<file path="config.mk">
export PLATFORM = sky130hd
export DESIGN_NAME = rf_writeback_queue
export DESIGN_NICKNAME = d
export VERILOG_FILES = /design/src/rtl/rf_writeback_queue.sv
export SDC_FILE = /design/constraint.sdc
export NUM_CORES = 1
export LEC_CHECK = 0
export CAP_MARGIN = 30
export CORE_ASPECT_RATIO = 0.8
export CORE_MARGIN = 5
export CORE_UTILIZATION = 47
export CTS_BUF_LIST = sky130_fd_sc_hd__clkbuf_4
export DETAILED_ROUTE_END_ITERATION = 10
export GPL_TIMING_DRIVEN = 0
export PLACE_DENSITY = 0.79
export SYNTH_ARGS = -nofsm -noshare
export SYNTH_HDL_FRONTEND = slang
export SYNTH_SLANG_ARGS = --single-unit
</file>
<file path="constraint.sdc">
create_clock -name clk -period 3.2 [get_ports clk]
set_input_delay 0.96 -clock clk [delete_from_list [all_inputs] [get_ports clk]]
set_output_delay 0.96 -clock clk [all_outputs]
set_load 0.03 [all_outputs]
</file>
<file path="src/rtl/rf_writeback_queue.sv">
// Writeback FIFO feeding the register_file write port, with optional pending-value
// forwarding to the two read lookups (compiled in when RF_WBQ_BYPASS_EN is defined).
`ifdef RF_WBQ_BYPASS_EN
module rf_wbq_fwd #(
  parameter int DEPTH = 4,
  parameter int XLEN  = 32,
  parameter int AW    = 5,
  parameter int PW    = 2
) (
  input  logic [DEPTH-1:0][AW-1:0]   addr_q,
  input  logic [DEPTH-1:0][XLEN-1:0] data_q,
  input  logic [DEPTH-1:0]           vld_q,
  input  logic [PW-1:0]              head,
  input  logic [AW-1:0]              ra,
  output logic                       hit,
  output logic [XLEN-1:0]            data
);
  logic [PW-1:0] idx;

  // Walk head->tail so the newest matching entry overrides older ones.
  always_comb begin
    hit  = 1'b0;
    data = '0;
    idx  = '0;
    for (int i = 0; i < DEPTH; i++) begin
      idx = head + PW'(i);
      if (vld_q[idx] && (addr_q[idx] == ra) && (ra != '0)) begin
        hit  = 1'b1;
        data = data_q[idx];
      end
    end
  end
endmodule
`endif

module rf_writeback_queue #(
  parameter int DEPTH = 4,
  parameter int XLEN  = 32,
  parameter int AW    = 5
) (
  input  logic                      clk,
  input  logic                      rst_n,
  input  logic                      in_valid,
  output logic                      in_ready,
  input  logic [AW-1:0]             in_addr,
  input  logic [XLEN-1:0]           in_data,
  input  logic                      rf_stall,
  output logic [AW-1:0]             a3,
  output logic                      we3,
  output logic [XLEN-1:0]           wd3,
  input  logic [AW-1:0]             a1,
  input  logic [AW-1:0]             a2,
  output logic                      fwd_hit1,
  output logic                      fwd_hit2,
  output logic [XLEN-1:0]           fwd_data1,
  output logic [XLEN-1:0]           fwd_data2,
  output logic [$clog2(DEPTH):0]    count
);
  localparam int PW = (DEPTH > 1) ? $clog2(DEPTH) : 1;
  localparam int CW = $clog2(DEPTH) + 1;

  logic [DEPTH-1:0][AW-1:0]   addr_q;
  logic [DEPTH-1:0][XLEN-1:0] data_q;
  logic [DEPTH-1:0]           vld_q;
  logic [PW-1:0]              head, tail;
  logic [CW-1:0]              cnt_q;
  logic                       push, pop;

  assign in_ready = (cnt_q != CW'(DEPTH));
  // x0 writes complete the handshake but are never stored.
  assign push     = in_valid & in_ready & (in_addr != '0);
  assign we3      = (cnt_q != '0) & ~rf_stall;
  assign pop      = we3;
  assign a3       = vld_q[head] ? addr_q[head] : '0;
  assign wd3      = vld_q[head] ? data_q[head] : '0;
  assign count    = cnt_q;

  // Power-of-two DEPTH lets the pointers wrap naturally.
  always_ff @(posedge clk) begin
    if (!rst_n) begin
      head  <= '0;
      tail  <= '0;
      cnt_q <= '0;
      vld_q <= '0;
    end else begin
      if (push) begin
        addr_q[tail] <= in_addr;
        data_q[tail] <= in_data;
        vld_q[tail]  <= 1'b1;
        tail         <= tail + 1'b1;
      end
      if (pop) begin
        vld_q[head] <= 1'b0;
        head        <= head + 1'b1;
      end
      case ({push, pop})
        2'b10:   cnt_q <= cnt_q + 1'b1;
        2'b01:   cnt_q <= cnt_q - 1'b1;
        default: cnt_q <= cnt_q;
      endcase
    end
  end

`ifdef RF_WBQ_BYPASS_EN
  logic [1:0][AW-1:0]   ra;
  logic [1:0]           hit;
  logic [1:0][XLEN-1:0] fdat;

  assign ra = {a2, a1};

  for (genvar p = 0; p < 2; p++) begin : g_fwd
    rf_wbq_fwd #(.DEPTH(DEPTH), .XLEN(XLEN), .AW(AW), .PW(PW)) u_fwd (
      .addr_q (addr_q),
      .data_q (data_q),
      .vld_q  (vld_q),
      .head   (head),
      .ra     (ra[p]),
      .hit    (hit[p]),
      .data   (fdat[p])
    );
  end

  assign fwd_hit1  = hit[0];
  assign fwd_hit2  = hit[1];
  assign fwd_data1 = fdat[0];
  assign fwd_data2 = fdat[1];
`else
  logic unused_ra;
  assign unused_ra = ^{a1, a2};
  assign fwd_hit1  = 1'b0;
  assign fwd_hit2  = 1'b0;
  assign fwd_data1 = '0;
  assign fwd_data2 = '0;
`endif
endmodule

</file>
Word level (Yosys, flattened, before mapping)
Cells that the tools add are included.
W data, S select, Z words.
{ "word_totals": {"ff_bits": 159, "wordCells": 58} }
{ "classes": {"add_sub_neg": 4, "n_lt_le_gt_ge": 4, "eq_ne": 3, "mux": 22, "bitwise": 7, "reduce_logical": 6} }
{ "ops": {"columns": ["cell", "n"], "rows": [
  ["$bwmux W128", 1],
  ["$mux W32", 3],
  ["$bmux W32 S2", 1],
  ["$demux W32 S2", 1],
  ["$bwmux W20", 1],
  ["$mux W5", 3],
  ["$mux W4", 3],
  ["$bmux W5 S2", 1],
  ["$demux W5 S2", 1],
  ["$lt A2 B3 Y1 const B", 2],
  ["$pmux W3 S2", 1],
  ["$reduce_bool A5 Y1", 1],
  ["$add A2 B1 Y2 const B", 2],
  ["$and A4 B4 Y4", 1],
  ["$demux W1 S2", 2],
  ["$ge A2 B1 Y1 const B", 2],
  ["$not A4 Y4", 1],
  ["$or A4 B4 Y4", 1],
  ["$add A3 B1 Y3 const B", 1],
  ["$and A1 B1 Y1", 3],
  ["$mux W1", 3],
  ["$ne A3 B3 Y1 const B", 1],
  ["$reduce_bool A3 Y1", 1],
  ["$sub A3 B1 Y3 const B", 1],
  ["7 further kinds", 8]
]} }

Longest topological paths before layout
Gate-level depths: netlist of the first run.
{ "logic_depth": {"depth_word": 9, "mapped_depth": 9, "mapped_depth_nobuf": 9} }

Least setup slack after synthesis of the first run
No wires, ideal clock.
{ "synth_path": {"path_kind": "input to register", "from": "in in_addr[3]", "to": "reg cnt_q[2] (netlist: count[2])", "setup_time_ns": 0.070, "arrival_ns": 3.002, "required_ns": 3.130, "slack_ns": 0.128, "cell_stages": 9, "path_cell_list": "or4_1 > o211a_2 > inv_2 > ha_1 > inv_1 > fa_1 > xor2_1 > or3_1 > a21oi_1"} }
{ "synth_between": {"elab_chain_len": 4} }
{ "synth_lines": {"columns": ["item", "line_no", "text"], "rows": [
  ["from (decl)", "45", "input logic [AW-1:0] in_addr,"],
  ["$reduce_bool A5 Y1 *", "71", "assign push = in_valid & in_ready & (in_addr != '0);"],
  ["$and A1 B1 Y1 *", "71", null],
  ["$eq A2 B1 Y1 or $eq A2 B2 Y1 (tied branches)", "96", "case ({push, pop})"],
  ["$pmux W3 S2 or $reduce_bool A2 Y1 (tied branches)", null, null],
  ["to (signal assigned)", "97", "2'b10: cnt_q <= cnt_q + 1'b1;"],
  ["to (signal assigned)", "98", "2'b01: cnt_q <= cnt_q - 1'b1;"],
  ["to (signal assigned)", "99", "default: cnt_q <= cnt_q;"],
  ["to (decl)", "66", "logic [CW-1:0] cnt_q;"]
]} }
Every way passes the cells marked *; elsewhere a longest branch is shown, timed or not.
A chain may end at the register's enable or synchronous reset.

Worst setup path in the final report of the first run
{ "layout_path": {"from": "in rf_stall", "to": "out we3"} }
{ "layout_between": {"elab_chain_len": 2} }
{ "layout_lines": {"columns": ["item", "line_no", "text"], "rows": [
  ["from (decl)", "47", "input logic rf_stall,"],
  ["$not A1 Y1", "72", "assign we3 = (cnt_q != '0) & ~rf_stall;"],
  ["$and A1 B1 Y1", "72", null],
  ["to (decl)", "49", "output logic we3,"]
]} }
No other way between the ends.

==> results.py, run 1 <==
metrics = {
    "place": {
        "placed_cell_area_mm2": 0.00818,
        "place_congestion": 0.693,
        "io_buffer_count": 82,
        "hpwlAfterDp_um": 8320,
    },
    "worst_setup_path": {
        "cp-start-kind": "input pin",
        "worstPathArrival_ns": 2.19,
        "worstPathRequired_ns": 2.24,
        "crit_type": "in -> out",
        "crit_path_max_fanout": 6,
        "end_kind": "output pin",
    },
    "timing": {
        "final_max_slew_viol_count": 0,
        "rsz0062_at_grt": "true",
        "setup_viol": 0,
        "slew_headroom_pct": 61.4,
        "max_freq_ghz": 0.318,
        "fin_skew_ns": 0.0126,
        "hold_viol": 0,
        "finalWorstPathRequiredPeriod_ns": 3.15,
        "fin_crit_sh_pct": 98.3,
        "worst_pin_slew_ns": 0.579,
    },
    "grt": {
        "gr-total-overflow": 0,
        "antenna_found_initial": 0,
        "grt_max_degree": 21,
        "gr-usage-all-layers_pct": 15.0,
        "grt_pass1_vias": 3563,
        "grt_pass1_wl_um": 19100,
    },
    "routing": {
        "antenna_left": 0,
        "wl_um": 12400,
        "via_count": 3496,
        "drc": 0,
        "routedWlPerCell_um": 16.7,
        "drt-initial-drc-count": 177,
        "via_per_inst": 4.70,
        "drtPass1Iterations": 4,
    },
    "worst_hold_path": {
        "hold_class": "reg -> reg",
    },
    "synth": {
        "ys_seq_area_share_pct": 68.9,
        "netlist_area_mm2": 0.00677,
        "synth.avg_cell_area_um2": 18.1,
        "ys_types": 28,
        "synth-seq-cells": 159,
        "yosysWarningCount": 0,
        "syn-instance-count": 375,
    },
    "clocking": {
        "cts.sinks": 159,
        "clk_pin_slew_worst_paths_ns": 0.11,
        "clkLatencyLatePin_ns": 0.55,
        "cts_buffer_depth": 2,
        "numCtsBuffers": 17,
        "cts_tree": "done",
        "htree_levels": 4,
        "cts_root_buffer": "clkbuf_4",
    },
    "outcome": {
        "status": "completed",
    },
    "finish": {
        "final_util_pct": 60.2,
        "nNetsFinal": 610,
        "areaGrowthSynthToFinish_pct": 26.2,
        "fill_cells": 1058,
        "antenna_cells": 0,
        "drive_above_1_share_pct": 38.9,
        "final_area_mm2": 0.00855,
    },
    "die": {
        "die_w_um": 144,
        "dieArea_mm2": 0.0169,
        "core-area_mm2": 0.0142,
        "die_h_um": 117,
        "ios": 159,
        "initial_core_util_pct": 47.7,
        "num_rows": 39,
    },
    "power_and_ir_drop": {
        "ir_drop_uv": 440,
        "powerDensity_mw_per_mm2": 631,
        "leakage_nw": 3.21,
    },
    "flow_run": {
        "drv_cap": 0,
    },
}
## metal layers
metal / track usage (%) / up-vias / routed length [um]
li1: - / 1640 / -
met1: 19.8 / 1692 / 5060
met2: 23.7 / 147 / 5970
met3: 4.76 / 17 / 1210
met4: 4.90 / 0 / 195
met5: 0 / - / 0
## state kept, by name, summed over array words and instances, names as in the netlist
register  cells
addr_q       20
head          2
tail          2
data_q      128
vld_q         4
count         3
## repair_timing
item,CTS,global route
endpoints found under the setup margin,38,38
hold buffers,0,0
endpoints found under the hold margin,0,0
gates resized for setup,193,95
pin swaps,0,0
setup buffers,2,2
## logic make-up after synthesis
kind of cell               share of synthesized area, %
DFF                                                68.9
adders and majority gates                          1.96
and+or+nand+nor                                    5.08
xor gates and xnor gates                          0.259
buffers and inverters                              9.35
AOI/OAI and AO/OA                                  1.48
other                                            0.0554
muxes                                              12.9
## layout by cell type (no fill, tap or decap), drive strengths merged, types with 2 or more instances in the layout
master         Yosys  routed
edfxtp           148     148
buf               76     118
conb               1      66
clkdlybuf4s50      0      42
mux4              38      38
nor2b             35      35
clkbuf             3      25
inv               13      13
dfxtp             11      11
ha                 9       9
clkinv             0       8
o21ai              7       7
and3               4       4
a221oi             4       4
a21oi              4       4
nand2              4       4
nor2               4       4
or3b               2       2
and2b              2       2
or3                2       2
mux2i              2       2
xor2               2       2
bufinv             0       2
dlymetal6s2s       0       2
## worst paths after layout
path              cells after the start      from  endpoint  slack (ns)
setup / recovery                      3  rf_stall       we3        0.05
hold / removal                        2  vld_q[3]  vld_q[3]        0.50
hold reg to reg                       2  vld_q[3]  vld_q[3]        0.50
setup reg to reg                      9  count[2]  count[2]        0.68
## cell usage after synthesis
master	number	area share [%]
a21oi_1	4	0.30
buf_2	5	0.37
or3_1	2	0.18
fa_1	1	0.30
mux4_2	38	13
or4_1	1	0.11
conb_1	1	0.055
o21ai_0	7	0.52
buf_4	67	7.4
and2b_1	2	0.22
nand2_1	4	0.22
xor2_1	2	0.26
buf_6	4	0.67
edfxtp_1	148	66
nor2b_1	30	2.8
nor3_1	1	0.074
or3b_2	2	0.26
dfxtp_1	11	3.3
o211a_2	1	0.15
nor2_1	4	0.22
and3_1	4	0.37
inv_2	1	0.055
clkbuf_1	3	0.17
inv_1	12	0.67
ha_1	9	1.7
a221oi_1	4	0.52
mux2i_1	2	0.30
nor2b_2	5	0.65
## final cells by class
class                   instances  area (um^2)  area share (%)
plain buffers                  79          618            7.23
clock buffers                  20          150            1.76
clock inverters                10         97.6            1.14
inverters                      13         48.8           0.571
multi-input cells             189         1820            21.3
flip-flops and latches        159         4670            54.6
well taps                     184          230            2.69
repair buffers                 90          913            10.7
## worst max-delay path, cell delays in order
cell and delay, ns:
clkdlybuf4s50_1 0.48, nor2_2 0.31, dlygate4sd2_1 0.44
## per-stage QoR
| stage | hold slack (ns) | setup WS [ns] | power [mW] | setup TNS [ns] | instances |
|---|---|---|---|---|---|
| 6_report | 0.497 | 0.0529 | 5.40 | 0 | 744 |
| 3_3_place_gp | 0.469 | -0.788 | 4.20 | -116.25 | 706 |
| 5_1_grt | 0.513 | -0.0525 | 5.67 | -0.689 | 744 |
| 4_1_cts | 0.494 | -0.133 | 5.29 | -0.181 | 742 |
| 2_1_floorplan | 0.452 | 0.128 | 3.69 | 0 | 440 |
| 3_5_place_dp | 0.478 | -0.586 | 4.25 | -11.45 | 710 |
## report_power, final
part / internal (mW) / switching (mW)
Sequential: 2.40 / 0.0514
Clock: 0.468 / 0.625
Combinational: 0.861 / 0.987
Total: 3.73 / 1.66
Note: power is estimated with default switching activity, not from simulation.
==> run 2: changes to the inputs <==
--- a/config.mk
+++ b/config.mk
@@ -13,6 +13,7 @@
 export DETAILED_ROUTE_END_ITERATION = 10
 export GPL_TIMING_DRIVEN = 0
 export PLACE_DENSITY = 0.79
+export RECOVER_POWER = 100
 export SYNTH_ARGS = -nofsm -noshare
 export SYNTH_HDL_FRONTEND = slang
 export SYNTH_SLANG_ARGS = --single-unit
==> run 2 against run 1 <==
Against the previous run: sequential share of layout area up 0.15 points; critical endpoint is now count[2]; largest power group unchanged; non-clock buffer count did not move; via count shrank 0.26%; sequential power about the same.
==> results.py, run 2 (synthesis results as in run 1) <==
metrics = {
    "grt": {
        "gr-total-overflow": 0,
        "grt_max_degree": 21,
        "grt_pass1_wl_um": 19100,
        "grt_pass1_vias": 3563,
        "gr-usage-all-layers_pct": 15.0,
        "antenna_found_initial": 1,
    },
    "die": {
        "core-area_mm2": 0.0142,
        "ios": 159,
        "num_rows": 39,
        "dieArea_mm2": 0.0169,
        "initial_core_util_pct": 47.7,
        "die_h_um": 117,
        "die_w_um": 144,
    },
    "finish": {
        "final_util_pct": 60.0,
        "final_common_cell": "edfxtp_1",
        "areaGrowthSynthToFinish_pct": 25.8,
        "largest_reg_flops": 128,
        "nNetsFinal": 610,
        "top_regs": "data_q: 128 flops, addr_q: 20 flops, vld_q: 4 flops",
        "drive_above_1_share_pct": 38.2,
        "mostFrequentLayoutCells": "edfxtp_1 (148), buf_4 (89), conb_1 (66)",
        "top_register": "data_q",
    },
    "place": {
        "place_congestion": 0.693,
        "hpwlAfterDp_um": 8320,
        "post-place-ws_ns": -0.586,
        "io_buffer_count": 82,
    },
    "timing": {
        "fin_skew_ns": 0.0116,
        "setup_tns_ns": 0,
        "final_max_slew_viol_count": 0,
        "worst_pin_slew_ns": 1.14,
        "slew_headroom_pct": 24.3,
        "finalWorstPathRequiredPeriod_ns": 3.19,
        "fin_crit_sh_pct": 99.7,
        "setup_viol": 0,
        "hold_viol": 0,
        "max_freq_ghz": 0.313,
        "setup_ws_ns": 0.00820,
        "rsz0062_at_grt": "true",
    },
    "clocking": {
        "htree_levels": 4,
        "numCtsBuffers": 17,
        "cts_buffer_depth": 2,
        "clkLatencyLatePin_ns": 0.54,
        "cts_tree": "done",
        "cts_root_buffer": "clkbuf_4",
        "cts.sinks": 159,
        "clk_pin_slew_worst_paths_ns": 0.11,
    },
    "worst_setup_path": {
        "critPathSlowestCell": "dlygate4sd3_1",
        "crit_type": "in -> reg",
        "cp-start-kind": "input pin",
        "path_cells": "dlygate4sd3_1 -> or4_1 -> o211a_4 -> inv_2 -> ha_1 -> inv_1 -> fa_1 -> xor2_1 -> or3_1 -> a21oi_1",
        "slowest_delay_ns": 0.59,
        "worstPathRequired_ns": 3.67,
        "crit_path_max_fanout": 7,
        "worstPathArrival_ns": 3.66,
        "end_kind": "flop",
        "r2r-start": "count[2]",
        "crit_start": "in_addr[0]",
    },
    "routing": {
        "wl_um": 12400,
        "via_per_inst": 4.68,
        "drtPass1Iterations": 4,
        "antenna_left": 0,
        "via_count": 3487,
        "drt-initial-drc-count": 162,
        "routedWlPerCell_um": 16.6,
        "drc": 0,
    },
    "power_and_ir_drop": {
        "power_mw": 5.38,
        "leakage_nw": 3.20,
        "powerDensity_mw_per_mm2": 631,
        "ir_drop_uv": 437,
    },
    "worst_hold_path": {
        "hold_class": "reg -> reg",
        "hold_start": "vld_q[3]",
    },
    "flow_run": {
        "drv_cap": 0,
    },
    "outcome": {
        "status": "completed",
    },
}
run 2: per-stage QoR:
step | hold slack (ns) | cells | cell area (um^2)
after detailed placement | 0.478 | 710 | 8180
after floorplan | 0.452 | 440 | 7020
after global routing | 0.513 | 745 | 8520
after CTS | 0.494 | 742 | 8340
after global placement | 0.469 | 706 | 8070
final | 0.498 | 745 | 8520
run 2: power breakdown:
part / internal, mW / total, mW / switching [mW] / leakage, nW
Clock: 0.468 / 1.09 / 0.624 / 0.147
Combinational: 0.843 / 1.83 / 0.986 / 1.62
Sequential: 2.40 / 2.46 / 0.0513 / 1.43
run 2: path summary, 6_finish.rpt:
check                           slack (ns)        to  depth (start not counted)
worst max register to register        0.68  count[2]                          9
worst min register to register        0.50  vld_q[3]                          2
worst min-delay path                  0.50  vld_q[3]                          2
worst max-delay path                 0.008  count[2]                         10
run 2: metal layers:
layer / routed length [um] / vias up / GRT usage (%)
met5: 0 / - / 0
met4: 138 / 0 / 4.90
met3: 1230 / 13 / 4.76
met2: 5960 / 150 / 23.7
met1: 5080 / 1686 / 19.8
li1: - / 1638 / -
run 2: cell type report:
type	instances	area (um^2)
buffer	79	618
sequential	159	4670
inverter	13	48.8
multi-input combinational	189	1820
clock inverter	10	97.6
antenna	1	2.50
fill	1066	5680
timing repair buffer	90	892
clock buffer	20	150
tap	184	230
run 2: timing repair:
item                                    4_1_cts  5_1_grt
endpoints found under the setup margin       38       38
hold buffers                                  0        0
setup buffers                                 2        2
resized for setup                           193       95
run 2: critical path: cells and delay by family:
kind                     cells  cell delay, ns
buffers and inverters        3            0.77
AND/OR/NAND/NOR              2            0.76
adder cells (fa/ha/maj)      2            0.57
AO/OA/AOI/OAI                2            0.44
XOR/XNOR                     1            0.16
==> run 3: changes to the inputs <==
--- a/config.mk
+++ b/config.mk
@@ -14,6 +14,7 @@
 export GPL_TIMING_DRIVEN = 0
 export PLACE_DENSITY = 0.79
 export RECOVER_POWER = 100
+export SLEW_MARGIN = 10
 export SYNTH_ARGS = -nofsm -noshare
 export SYNTH_HDL_FRONTEND = slang
 export SYNTH_SLANG_ARGS = --single-unit
==> results of run 3 <==
No change in the layout: final DEF, timing and power equal those of run 2.
